### src/rtl/decode_pipe_stage_pkg.sv
// Shared LEGv8 decode definitions: opcode constants, alu_op encodings and instruction field bit positions.
// Latency: n/a (types, constants and a pure decode helper only).
// Backpressure: n/a.
package decode_pipe_stage_pkg;

  // Full 11-bit opcodes (instr[31:21])
  localparam logic [10:0] OP_LDUR = 11'h7C2;
  localparam logic [10:0] OP_STUR = 11'h7C0;
  localparam logic [10:0] OP_ADD  = 11'h458;
  localparam logic [10:0] OP_SUB  = 11'h658;
  localparam logic [10:0] OP_AND  = 11'h450;
  localparam logic [10:0] OP_ORR  = 11'h550;
  // Short opcodes: CBZ is an 8-bit prefix, B a 6-bit prefix
  localparam logic [7:0]  OP_CBZ  = 8'hB4;
  localparam logic [5:0]  OP_B    = 6'h05;

  localparam logic [1:0] ALU_OP_MEM = 2'b00;
  localparam logic [1:0] ALU_OP_CB  = 2'b01;
  localparam logic [1:0] ALU_OP_R   = 2'b10;

  localparam int OPC_MSB     = 31;
  localparam int OPC_LSB     = 21;
  localparam int CBZ_OPC_LSB = 24;
  localparam int B_OPC_LSB   = 26;
  localparam int RM_MSB      = 20;
  localparam int RM_LSB      = 16;
  localparam int RN_MSB      = 9;
  localparam int RN_LSB      = 5;
  localparam int RT_MSB      = 4;
  localparam int RT_LSB      = 0;
  localparam int D_IMM_MSB   = 20;
  localparam int D_IMM_LSB   = 12;
  localparam int CB_IMM_MSB  = 23;
  localparam int CB_IMM_LSB  = 5;
  localparam int B_IMM_MSB   = 25;
  localparam int B_IMM_LSB   = 0;

  typedef enum logic [2:0] {FMT_R, FMT_LD, FMT_ST, FMT_CB, FMT_B, FMT_ILL} fmt_e;

  typedef struct packed {
    logic       uncondbranch;
    logic       branch;
    logic       mem_read;
    logic       mem_to_reg;
    logic       mem_write;
    logic       alu_src;
    logic       reg_write;
    logic       illegal;
    logic [1:0] alu_op;
  } ctrl_t;

  function automatic fmt_e decode_fmt(input logic [31:0] instr);
    fmt_e f;
    if (instr[OPC_MSB:B_OPC_LSB] == OP_B) begin
      f = FMT_B;
    end else if (instr[OPC_MSB:CBZ_OPC_LSB] == OP_CBZ) begin
      f = FMT_CB;
    end else begin
      case (instr[OPC_MSB:OPC_LSB])
        OP_LDUR:                        f = FMT_LD;
        OP_STUR:                        f = FMT_ST;
        OP_ADD, OP_SUB, OP_AND, OP_ORR: f = FMT_R;
        default:                        f = FMT_ILL;
      endcase
    end
    return f;
  endfunction

endpackage

### src/rtl/decode_pipe_stage_if.sv
// Handshake and data bundle of the decode stage: upstream instr, write-back port, downstream decoded slot.
// Latency: n/a (wires only).
// Backpressure: in_valid/in_ready upstream, out_valid/out_ready downstream.
// Ports: master = instruction source / write-back / consumer side; slave = the decode stage.
interface decode_pipe_stage_if #(
  parameter int WORD = 64
);
  logic            in_valid;
  logic            in_ready;
  logic [31:0]     instr;
  logic            wb_en;
  logic [4:0]      wb_addr;
  logic [WORD-1:0] wb_data;
  logic            out_valid;
  logic            out_ready;
  logic [WORD-1:0] read_data1;
  logic [WORD-1:0] read_data2;
  logic [WORD-1:0] ext_addr;
  logic [10:0]     alu_con_instr;
  logic            uncondbranch;
  logic            branch;
  logic            mem_read;
  logic            mem_to_reg;
  logic            mem_write;
  logic            alu_src;
  logic            reg_write;
  logic            illegal;
  logic [1:0]      alu_op;
  logic [4:0]      rd;

  modport master (
    output in_valid, instr, wb_en, wb_addr, wb_data, out_ready,
    input  in_ready, out_valid, read_data1, read_data2, ext_addr, alu_con_instr,
           uncondbranch, branch, mem_read, mem_to_reg, mem_write, alu_src,
           reg_write, illegal, alu_op, rd
  );

  modport slave (
    input  in_valid, instr, wb_en, wb_addr, wb_data, out_ready,
    output in_ready, out_valid, read_data1, read_data2, ext_addr, alu_con_instr,
           uncondbranch, branch, mem_read, mem_to_reg, mem_write, alu_src,
           reg_write, illegal, alu_op, rd
  );
endinterface

### src/rtl/decode_pipe_stage_regfile_bypass.sv
// Register file with NUM_REGS entries, last index hard-wired to zero (XZR), optional write-back bypass.
// Latency: combinational read, write on clk edge.
// Backpressure: none.
// Ports: clk/rst, i_wb_* write port, i_rd_addr1/2 -> o_rd_data1/2 read ports.
// Macro DECODE_BYPASS_EN: reads hitting the same-cycle write return i_wb_data instead of the stored value.
module regfile_bypass #(
  parameter int WORD     = 64,
  parameter int NUM_REGS = 32
) (
  input  logic            clk,
  input  logic            rst,
  input  logic            i_wb_en,
  input  logic [4:0]      i_wb_addr,
  input  logic [WORD-1:0] i_wb_data,
  input  logic [4:0]      i_rd_addr1,
  input  logic [4:0]      i_rd_addr2,
  output logic [WORD-1:0] o_rd_data1,
  output logic [WORD-1:0] o_rd_data2
);
  localparam int            AW  = $clog2(NUM_REGS);
  localparam logic [AW-1:0] XZR = AW'(NUM_REGS - 1);

  logic [WORD-1:0] r_regs [NUM_REGS];
  logic [AW-1:0]   w_wa, w_ra1, w_ra2;
  logic [WORD-1:0] w_q1, w_q2;

  // Upper address bits beyond the register count are simply dropped
  assign w_wa  = i_wb_addr[AW-1:0];
  assign w_ra1 = i_rd_addr1[AW-1:0];
  assign w_ra2 = i_rd_addr2[AW-1:0];

  always_ff @(posedge clk) begin
    if (rst) begin
      for (int i = 0; i < NUM_REGS; i++) r_regs[i] <= '0;
    end else if (i_wb_en && (w_wa != XZR)) begin
      r_regs[w_wa] <= i_wb_data;
    end
  end

  assign w_q1 = (w_ra1 == XZR) ? '0 : r_regs[w_ra1];
  assign w_q2 = (w_ra2 == XZR) ? '0 : r_regs[w_ra2];

`ifdef DECODE_BYPASS_EN
  assign o_rd_data1 = (i_wb_en && (w_wa == w_ra1) && (w_ra1 != XZR)) ? i_wb_data : w_q1;
  assign o_rd_data2 = (i_wb_en && (w_wa == w_ra2) && (w_ra2 != XZR)) ? i_wb_data : w_q2;
`else
  // Same-cycle write is not visible; downstream forwarding covers this case
  assign o_rd_data1 = w_q1;
  assign o_rd_data2 = w_q2;
`endif

endmodule

### src/rtl/decode_pipe_stage.sv
// LEGv8 decode stage: field decode, register read, sign-extended immediate and control, load-use stall.
// Latency: 1 cycle from accepted instruction to output register.
// Backpressure: holds output while out_valid && !out_ready; stalls upstream on load-use hazard (one bubble).
// Ports: clk, rst (sync, active-high), bus (decode_pipe_stage_if.slave) carrying all handshake/data signals.
// Macro DECODE_BYPASS_EN: enables write-back bypass inside regfile_bypass.
module decode_pipe_stage
  import decode_pipe_stage_pkg::*;
#(
  parameter int WORD     = 64,
  parameter int NUM_REGS = 32
) (
  input  logic                 clk,
  input  logic                 rst,
  decode_pipe_stage_if.slave   bus
);
  localparam int            AW  = $clog2(NUM_REGS);
  localparam logic [AW-1:0] XZR = AW'(NUM_REGS - 1);

  fmt_e            w_fmt;
  ctrl_t           w_ctrl;
  logic [WORD-1:0] w_ext;
  logic [4:0]      w_rn, w_rm, w_rt, w_rs2, w_rd;
  logic            w_use1, w_use2;
  logic [WORD-1:0] w_rdata1, w_rdata2;
  logic            w_hazard, w_in_ready, w_accept;

  logic            r_out_valid;
  ctrl_t           r_ctrl;
  logic [4:0]      r_rd;
  logic [10:0]     r_alu_con;
  logic [WORD-1:0] r_ext, r_rd1, r_rd2;

  assign w_fmt = decode_fmt(bus.instr);
  assign w_rn  = bus.instr[RN_MSB:RN_LSB];
  assign w_rm  = bus.instr[RM_MSB:RM_LSB];
  assign w_rt  = bus.instr[RT_MSB:RT_LSB];
  assign w_rd  = (w_fmt == FMT_ILL) ? 5'd0 : w_rt;

  // w_use1/w_use2 mark the read ports the instruction really consumes (for the hazard check)
  always_comb begin
    w_ctrl = '0;
    w_ext  = '0;
    w_use1 = 1'b0;
    w_use2 = 1'b0;
    w_rs2  = w_rm;
    case (w_fmt)
      FMT_R: begin
        w_ctrl.alu_op    = ALU_OP_R;
        w_ctrl.reg_write = 1'b1;
        w_use1           = 1'b1;
        w_use2           = 1'b1;
      end
      FMT_LD: begin
        w_ctrl.alu_src    = 1'b1;
        w_ctrl.mem_read   = 1'b1;
        w_ctrl.mem_to_reg = 1'b1;
        w_ctrl.reg_write  = 1'b1;
        w_ctrl.alu_op     = ALU_OP_MEM;
        w_ext  = {{(WORD-9){bus.instr[D_IMM_MSB]}}, bus.instr[D_IMM_MSB:D_IMM_LSB]};
        w_use1 = 1'b1;
      end
      FMT_ST: begin
        w_ctrl.alu_src   = 1'b1;
        w_ctrl.mem_write = 1'b1;
        w_ctrl.alu_op    = ALU_OP_MEM;
        w_ext  = {{(WORD-9){bus.instr[D_IMM_MSB]}}, bus.instr[D_IMM_MSB:D_IMM_LSB]};
        w_use1 = 1'b1;
        w_use2 = 1'b1;
        w_rs2  = w_rt;
      end
      FMT_CB: begin
        w_ctrl.branch = 1'b1;
        w_ctrl.alu_op = ALU_OP_CB;
        w_ext  = {{(WORD-19){bus.instr[CB_IMM_MSB]}}, bus.instr[CB_IMM_MSB:CB_IMM_LSB]};
        w_use2 = 1'b1;
        w_rs2  = w_rt;
      end
      FMT_B: begin
        w_ctrl.uncondbranch = 1'b1;
        w_ext = {{(WORD-26){bus.instr[B_IMM_MSB]}}, bus.instr[B_IMM_MSB:B_IMM_LSB]};
      end
      default: w_ctrl.illegal = 1'b1;
    endcase
  end

  regfile_bypass #(.WORD(WORD), .NUM_REGS(NUM_REGS)) u_regfile (
    .clk        (clk),
    .rst        (rst),
    .i_wb_en    (bus.wb_en),
    .i_wb_addr  (bus.wb_addr),
    .i_wb_data  (bus.wb_data),
    .i_rd_addr1 (w_rn),
    .i_rd_addr2 (w_rs2),
    .o_rd_data1 (w_rdata1),
    .o_rd_data2 (w_rdata2)
  );

  // Load-use: the load in the output register has not produced its data yet
  assign w_hazard = r_out_valid && r_ctrl.mem_read && (r_rd[AW-1:0] != XZR) &&
                    ((w_use1 && (w_rn[AW-1:0]  == r_rd[AW-1:0])) ||
                     (w_use2 && (w_rs2[AW-1:0] == r_rd[AW-1:0])));

  assign w_in_ready = (!r_out_valid || bus.out_ready) && !w_hazard;
  assign w_accept   = bus.in_valid && w_in_ready;

  always_ff @(posedge clk) begin
    if (rst) begin
      r_out_valid <= 1'b0;
      r_ctrl      <= '0;
      r_rd        <= '0;
      r_alu_con   <= '0;
      r_ext       <= '0;
      r_rd1       <= '0;
      r_rd2       <= '0;
    end else if (w_accept) begin
      r_out_valid <= 1'b1;
      r_ctrl      <= w_ctrl;
      r_rd        <= w_rd;
      r_alu_con   <= bus.instr[OPC_MSB:OPC_LSB];
      r_ext       <= w_ext;
      r_rd1       <= w_rdata1;
      r_rd2       <= w_rdata2;
    end else if (bus.out_ready) begin
      // Drained with nothing accepted (idle or hazard stall): slot goes empty
      r_out_valid <= 1'b0;
    end
  end

  assign bus.in_ready      = w_in_ready;
  assign bus.out_valid     = r_out_valid;
  assign bus.read_data1    = r_rd1;
  assign bus.read_data2    = r_rd2;
  assign bus.ext_addr      = r_ext;
  assign bus.alu_con_instr = r_alu_con;
  assign bus.uncondbranch  = r_ctrl.uncondbranch;
  assign bus.branch        = r_ctrl.branch;
  assign bus.mem_read      = r_ctrl.mem_read;
  assign bus.mem_to_reg    = r_ctrl.mem_to_reg;
  assign bus.mem_write     = r_ctrl.mem_write;
  assign bus.alu_src       = r_ctrl.alu_src;
  assign bus.reg_write     = r_ctrl.reg_write;
  assign bus.illegal       = r_ctrl.illegal;
  assign bus.alu_op        = r_ctrl.alu_op;
  assign bus.rd            = r_rd;

endmodule
### src/flat_wrapper.sv
// flat-port wrapper written by rule: the top's interface ports become plain ports
module decode_pipe_stage_flat import decode_pipe_stage_pkg::*;
#(
  parameter int WORD     = 64,
  parameter int NUM_REGS = 32
)
  (clk, rst, bus_in_valid, bus_instr, bus_wb_en, bus_wb_addr, bus_wb_data, bus_out_ready, bus_in_ready, bus_out_valid, bus_read_data1, bus_read_data2, bus_ext_addr, bus_alu_con_instr, bus_uncondbranch, bus_branch, bus_mem_read, bus_mem_to_reg, bus_mem_write, bus_alu_src, bus_reg_write, bus_illegal, bus_alu_op, bus_rd);
  decode_pipe_stage_if #(.WORD(WORD)) bus_i ();
  input  logic clk;
  input  logic rst;
  input wire logic [$bits(bus_i.in_valid)-1:0] bus_in_valid;
  input wire logic [$bits(bus_i.instr)-1:0] bus_instr;
  input wire logic [$bits(bus_i.wb_en)-1:0] bus_wb_en;
  input wire logic [$bits(bus_i.wb_addr)-1:0] bus_wb_addr;
  input wire logic [$bits(bus_i.wb_data)-1:0] bus_wb_data;
  input wire logic [$bits(bus_i.out_ready)-1:0] bus_out_ready;
  output wire logic [$bits(bus_i.in_ready)-1:0] bus_in_ready;
  output wire logic [$bits(bus_i.out_valid)-1:0] bus_out_valid;
  output wire logic [$bits(bus_i.read_data1)-1:0] bus_read_data1;
  output wire logic [$bits(bus_i.read_data2)-1:0] bus_read_data2;
  output wire logic [$bits(bus_i.ext_addr)-1:0] bus_ext_addr;
  output wire logic [$bits(bus_i.alu_con_instr)-1:0] bus_alu_con_instr;
  output wire logic [$bits(bus_i.uncondbranch)-1:0] bus_uncondbranch;
  output wire logic [$bits(bus_i.branch)-1:0] bus_branch;
  output wire logic [$bits(bus_i.mem_read)-1:0] bus_mem_read;
  output wire logic [$bits(bus_i.mem_to_reg)-1:0] bus_mem_to_reg;
  output wire logic [$bits(bus_i.mem_write)-1:0] bus_mem_write;
  output wire logic [$bits(bus_i.alu_src)-1:0] bus_alu_src;
  output wire logic [$bits(bus_i.reg_write)-1:0] bus_reg_write;
  output wire logic [$bits(bus_i.illegal)-1:0] bus_illegal;
  output wire logic [$bits(bus_i.alu_op)-1:0] bus_alu_op;
  output wire logic [$bits(bus_i.rd)-1:0] bus_rd;
  assign bus_i.in_valid = bus_in_valid;
  assign bus_i.instr = bus_instr;
  assign bus_i.wb_en = bus_wb_en;
  assign bus_i.wb_addr = bus_wb_addr;
  assign bus_i.wb_data = bus_wb_data;
  assign bus_i.out_ready = bus_out_ready;
  assign bus_in_ready = bus_i.in_ready;
  assign bus_out_valid = bus_i.out_valid;
  assign bus_read_data1 = bus_i.read_data1;
  assign bus_read_data2 = bus_i.read_data2;
  assign bus_ext_addr = bus_i.ext_addr;
  assign bus_alu_con_instr = bus_i.alu_con_instr;
  assign bus_uncondbranch = bus_i.uncondbranch;
  assign bus_branch = bus_i.branch;
  assign bus_mem_read = bus_i.mem_read;
  assign bus_mem_to_reg = bus_i.mem_to_reg;
  assign bus_mem_write = bus_i.mem_write;
  assign bus_alu_src = bus_i.alu_src;
  assign bus_reg_write = bus_i.reg_write;
  assign bus_illegal = bus_i.illegal;
  assign bus_alu_op = bus_i.alu_op;
  assign bus_rd = bus_i.rd;
  decode_pipe_stage #(.WORD(WORD), .NUM_REGS(NUM_REGS)) u_core (.clk(clk), .rst(rst), .bus(bus_i));
endmodule
### config.mk
export PLATFORM = sky130hd
export DESIGN_NAME = decode_pipe_stage_flat
export DESIGN_NICKNAME = d
export VERILOG_FILES = /design/src/rtl/decode_pipe_stage_pkg.sv /design/src/rtl/decode_pipe_stage_if.sv /design/src/rtl/decode_pipe_stage_regfile_bypass.sv /design/src/rtl/decode_pipe_stage.sv /design/src/flat_wrapper.sv
export SDC_FILE = /design/constraint.sdc
export NUM_CORES = 2
export LEC_CHECK = 0
export CAP_MARGIN = 20
export CORE_UTILIZATION = 46
export CTS_CLUSTER_DIAMETER = 100
export CTS_CLUSTER_SIZE = 25
export DETAILED_ROUTE_END_ITERATION = 12
export PLACE_DENSITY = 0.68
export SLEW_MARGIN = 5
export SYNTH_ARGS = -nofsm -noshare
export SYNTH_HDL_FRONTEND = slang
export SYNTH_HIERARCHICAL = 1
export SYNTH_SLANG_ARGS = --single-unit
### constraint.sdc
create_clock -name clk -period 8.25 [get_ports clk]
set_input_delay 1.65 -clock clk [delete_from_list [all_inputs] [get_ports clk]]
set_output_delay 1.65 -clock clk [all_outputs]
set_load 0.01 [all_outputs]
==> run metrics <==
status=finished, final reports clean; GR Util All Layers=31.5%; Die Y-Extent=507 um; Netlist cell types=60; Async S/R FF share, synth=0%; Post-synth EDFFs=2048; M1 WL=143 mm; Max VDD drop=0.156 mV; number of port buffers=325; Worst EP required=6600 ps; CP Class=in2out; DRT iter0 DRCs=13300; clk_lat worst skew=820 ps; Slew Viols, Final=0; core area=0.254 mm^2; postcts setup bufs=0; first-pass GRT wire length=567 mm; post-synth top area share=52.4%; nets=7696; R2R cell count=8; WL per Instance=37.1 um; Syn Area/Cell=15.1 um^2; PostCTS Resize Cnt=0; Layout area overhead=8.02%; Min Clock Period, post-route=6280 ps; gpl congestion=0.844; htree depth=3; vias in the first global route=73000; Main synth FF type=edfxtp_1; 1st-pass router iterations=6; TritonCTS clock tree=done; type of the most critical hold path=reg2reg; metal3 WL=55.7 mm; RSZ-0062 raised after global routing=false; commonest cells in the netlist=2048 x edfxtp_1, 1984 x and2_1, 1060 x mux4_2; CP arrival=4630 ps; root buffer cell=clkbuf_16; row cnt=185; Post-Synthesis Cells=7754; design area=0.127 mm^2; CTS Hold Bufs=0; share of cells above drive strength 1=19.8%; Ys Warns=6; TritonCTS buffer count=101; WHS Endpoint=u_core/bus.read_data1[24]$_SDFFE_PP0P_; Seq/Total Area, Yosys=55.5%; DRC viols=0; Worst Path Max Fanout=5; R2R Setup Slk=4440 ps; area leader, netlist=edfxtp_1; Leak=0.0432 uW; Clock Sinks=2228; worst slew pin tran=1260 ps; final number of setup-violating endpoints=0; initial cell density of the core=46.2%; max_slew headroom=15.8%; crit path capture type=output pin; Reg clk slew, reported paths=80 ps; Max Clk Rate=159 MHz; global route total overflow=0; Mapped Area=0.117 mm^2; dpl hpwl=223 mm; FF-to-FF Start=u_core/bus.rd[0]$_SDFFE_PP0P_; Seq cells post-synth=2228; I/O pins=326; Hold Vio Cnt, Final=0; Vias/cell=6.78; DR vias=75000; Die X=507 um; ANT nets after route=0; Die ar.=0.257 mm^2; placed cell area=0.124 mm^2; clock buffer depth=3; cells taking the most area after synthesis=edfxtp_1 52%, mux4_2 20%, and2_1 11%; largest net degree at the start of global routing=113; antenna violations before repair=59; r2r endpoint=u_core/bus.read_data2[29]$_SDFFE_PP0P_; Filler Cell Count=20900; final sum of negative setup slack=0 ps; final wirelength=411 mm; Cell Pwr Density=180 mW/mm^2; hold path start=u_core/bus.read_data1[24]$_SDFFE_PP0P_; Final Skew=46.9 ps; Pwr Total=22800 uW; WL met2=189 mm; hold path cells=2; Max-Cap Viols=0; top sig layer=met5; Tcrit/Tclk final=76.1%; top-count cell post-synth=edfxtp_1; crit start category=input pin
per-layer routing:
metal / vias up / global-route usage, %
met2: 6241 / 49.1
met1: 38600 / 41.3
met3: 1215 / 7.74
met5: - / 0
met4: 20 / 15.8
li1: 28900 / -
through the flow:
stage / instances / hold slack (ps) / util [%] / setup WS, ps
after floorplan: 7817 / 493 / - / 3140
after global placement: 10900 / 458 / 48.7 / 1280
after detailed placement: 10900 / 462 / 48.7 / 1260
after CTS: 11000 / 480 / 49.9 / 2010
after global routing: 11000 / 502 / 49.9 / 1890
final: 11100 / 476 / 49.9 / 1970
cell usage in the layout (no fill, tap or decap), drive strengths merged, types with 15 or more instances in the layout:
master	Yosys	final
a22oi	31	31
a211oi	34	34
clkbuf	613	173
or2	35	35
o21ai	56	56
nand2	39	39
clkdlybuf4s50	0	319
a2111oi	16	16
buf	255	218
inv	55	57
o221ai	54	54
dfxtp	180	180
o22ai	60	60
mux2i	484	484
nor3	45	45
a221oi	15	15
o2bb2ai	40	40
nor2b	39	39
nor2	86	86
diode	0	32
nand2b	322	322
conb	1	64
mux2	36	36
o21a	15	15
a21oi	34	34
and3	29	29
mux4	1060	1060
edfxtp	2048	2048
and2	1984	1984
worst max-delay path, stage by stage:
cell and delay, ps:
clkdlybuf4s50_1 580, or4b_4 650, nor4_4 460, nand2_1 120
a22oi_2 330, o21bai_1 130, a21bo_2 220, clkdlybuf4s50_1 470
kinds of logic after synthesis:
family	share of synthesized area (%)
flip-flops	55.5
multiplexers	24.8
buffers and inverters	3.52
AND/OR/NAND/NOR	13.7
other	0.00319
XOR/XNOR	0.112
AO/OA/AOI/OAI	2.38
where the power goes:
group	total [uW]	switching, uW	internal, uW
Sequential	13300	377	13000
Clock	6090	3670	2420
Combinational	3390	1880	1510
Total	22800	5930	16900
layout make-up:
class	count	area, um^2	share of cell area, %
Antenna cell	32	80.1	0.0632
Multi-Input combinational cell	4666	48800	38.5
Timing Repair Buffer	538	5390	4.25
Clock buffer	172	2840	2.24
Inverter	55	211	0.167
Clock inverter	9	130	0.103
Tap cell	3366	4210	3.32
Sequential cell	2228	65100	51.3
flip-flops by register name, summed over array words and instances (netlist names), 2 cells and up:
name / flops
u_core/bus.rd: 5
u_core/bus.ext_addr: 26
u_core/bus.read_data2: 64
u_core/bus.read_data1: 64
u_core/bus.alu_op: 2
u_core/bus.alu_con_instr: 11
u_core/u_regfile/r_regs: 2048
worst max path at each step:
stage	slack, ps	end	startpoint	cells past startpoint
floorplan	3140	u_core/bus.read_data2[15]$_SDFFE_PP0P_	bus_instr[24]	13
global placement	1280	u_core/bus.read_data2[29]$_SDFFE_PP0P_	bus_instr[28]	12
detailed placement	1260	u_core/bus.read_data2[29]$_SDFFE_PP0P_	bus_instr[28]	12
CTS	2010	bus_in_ready	bus_instr[23]	8
global route	1890	u_core/bus.read_data2[29]$_SDFFE_PP0P_	bus_instr[28]	12
finish	1970	bus_in_ready	bus_instr[23]	8
Note: power is estimated with default switching activity, not from simulation.
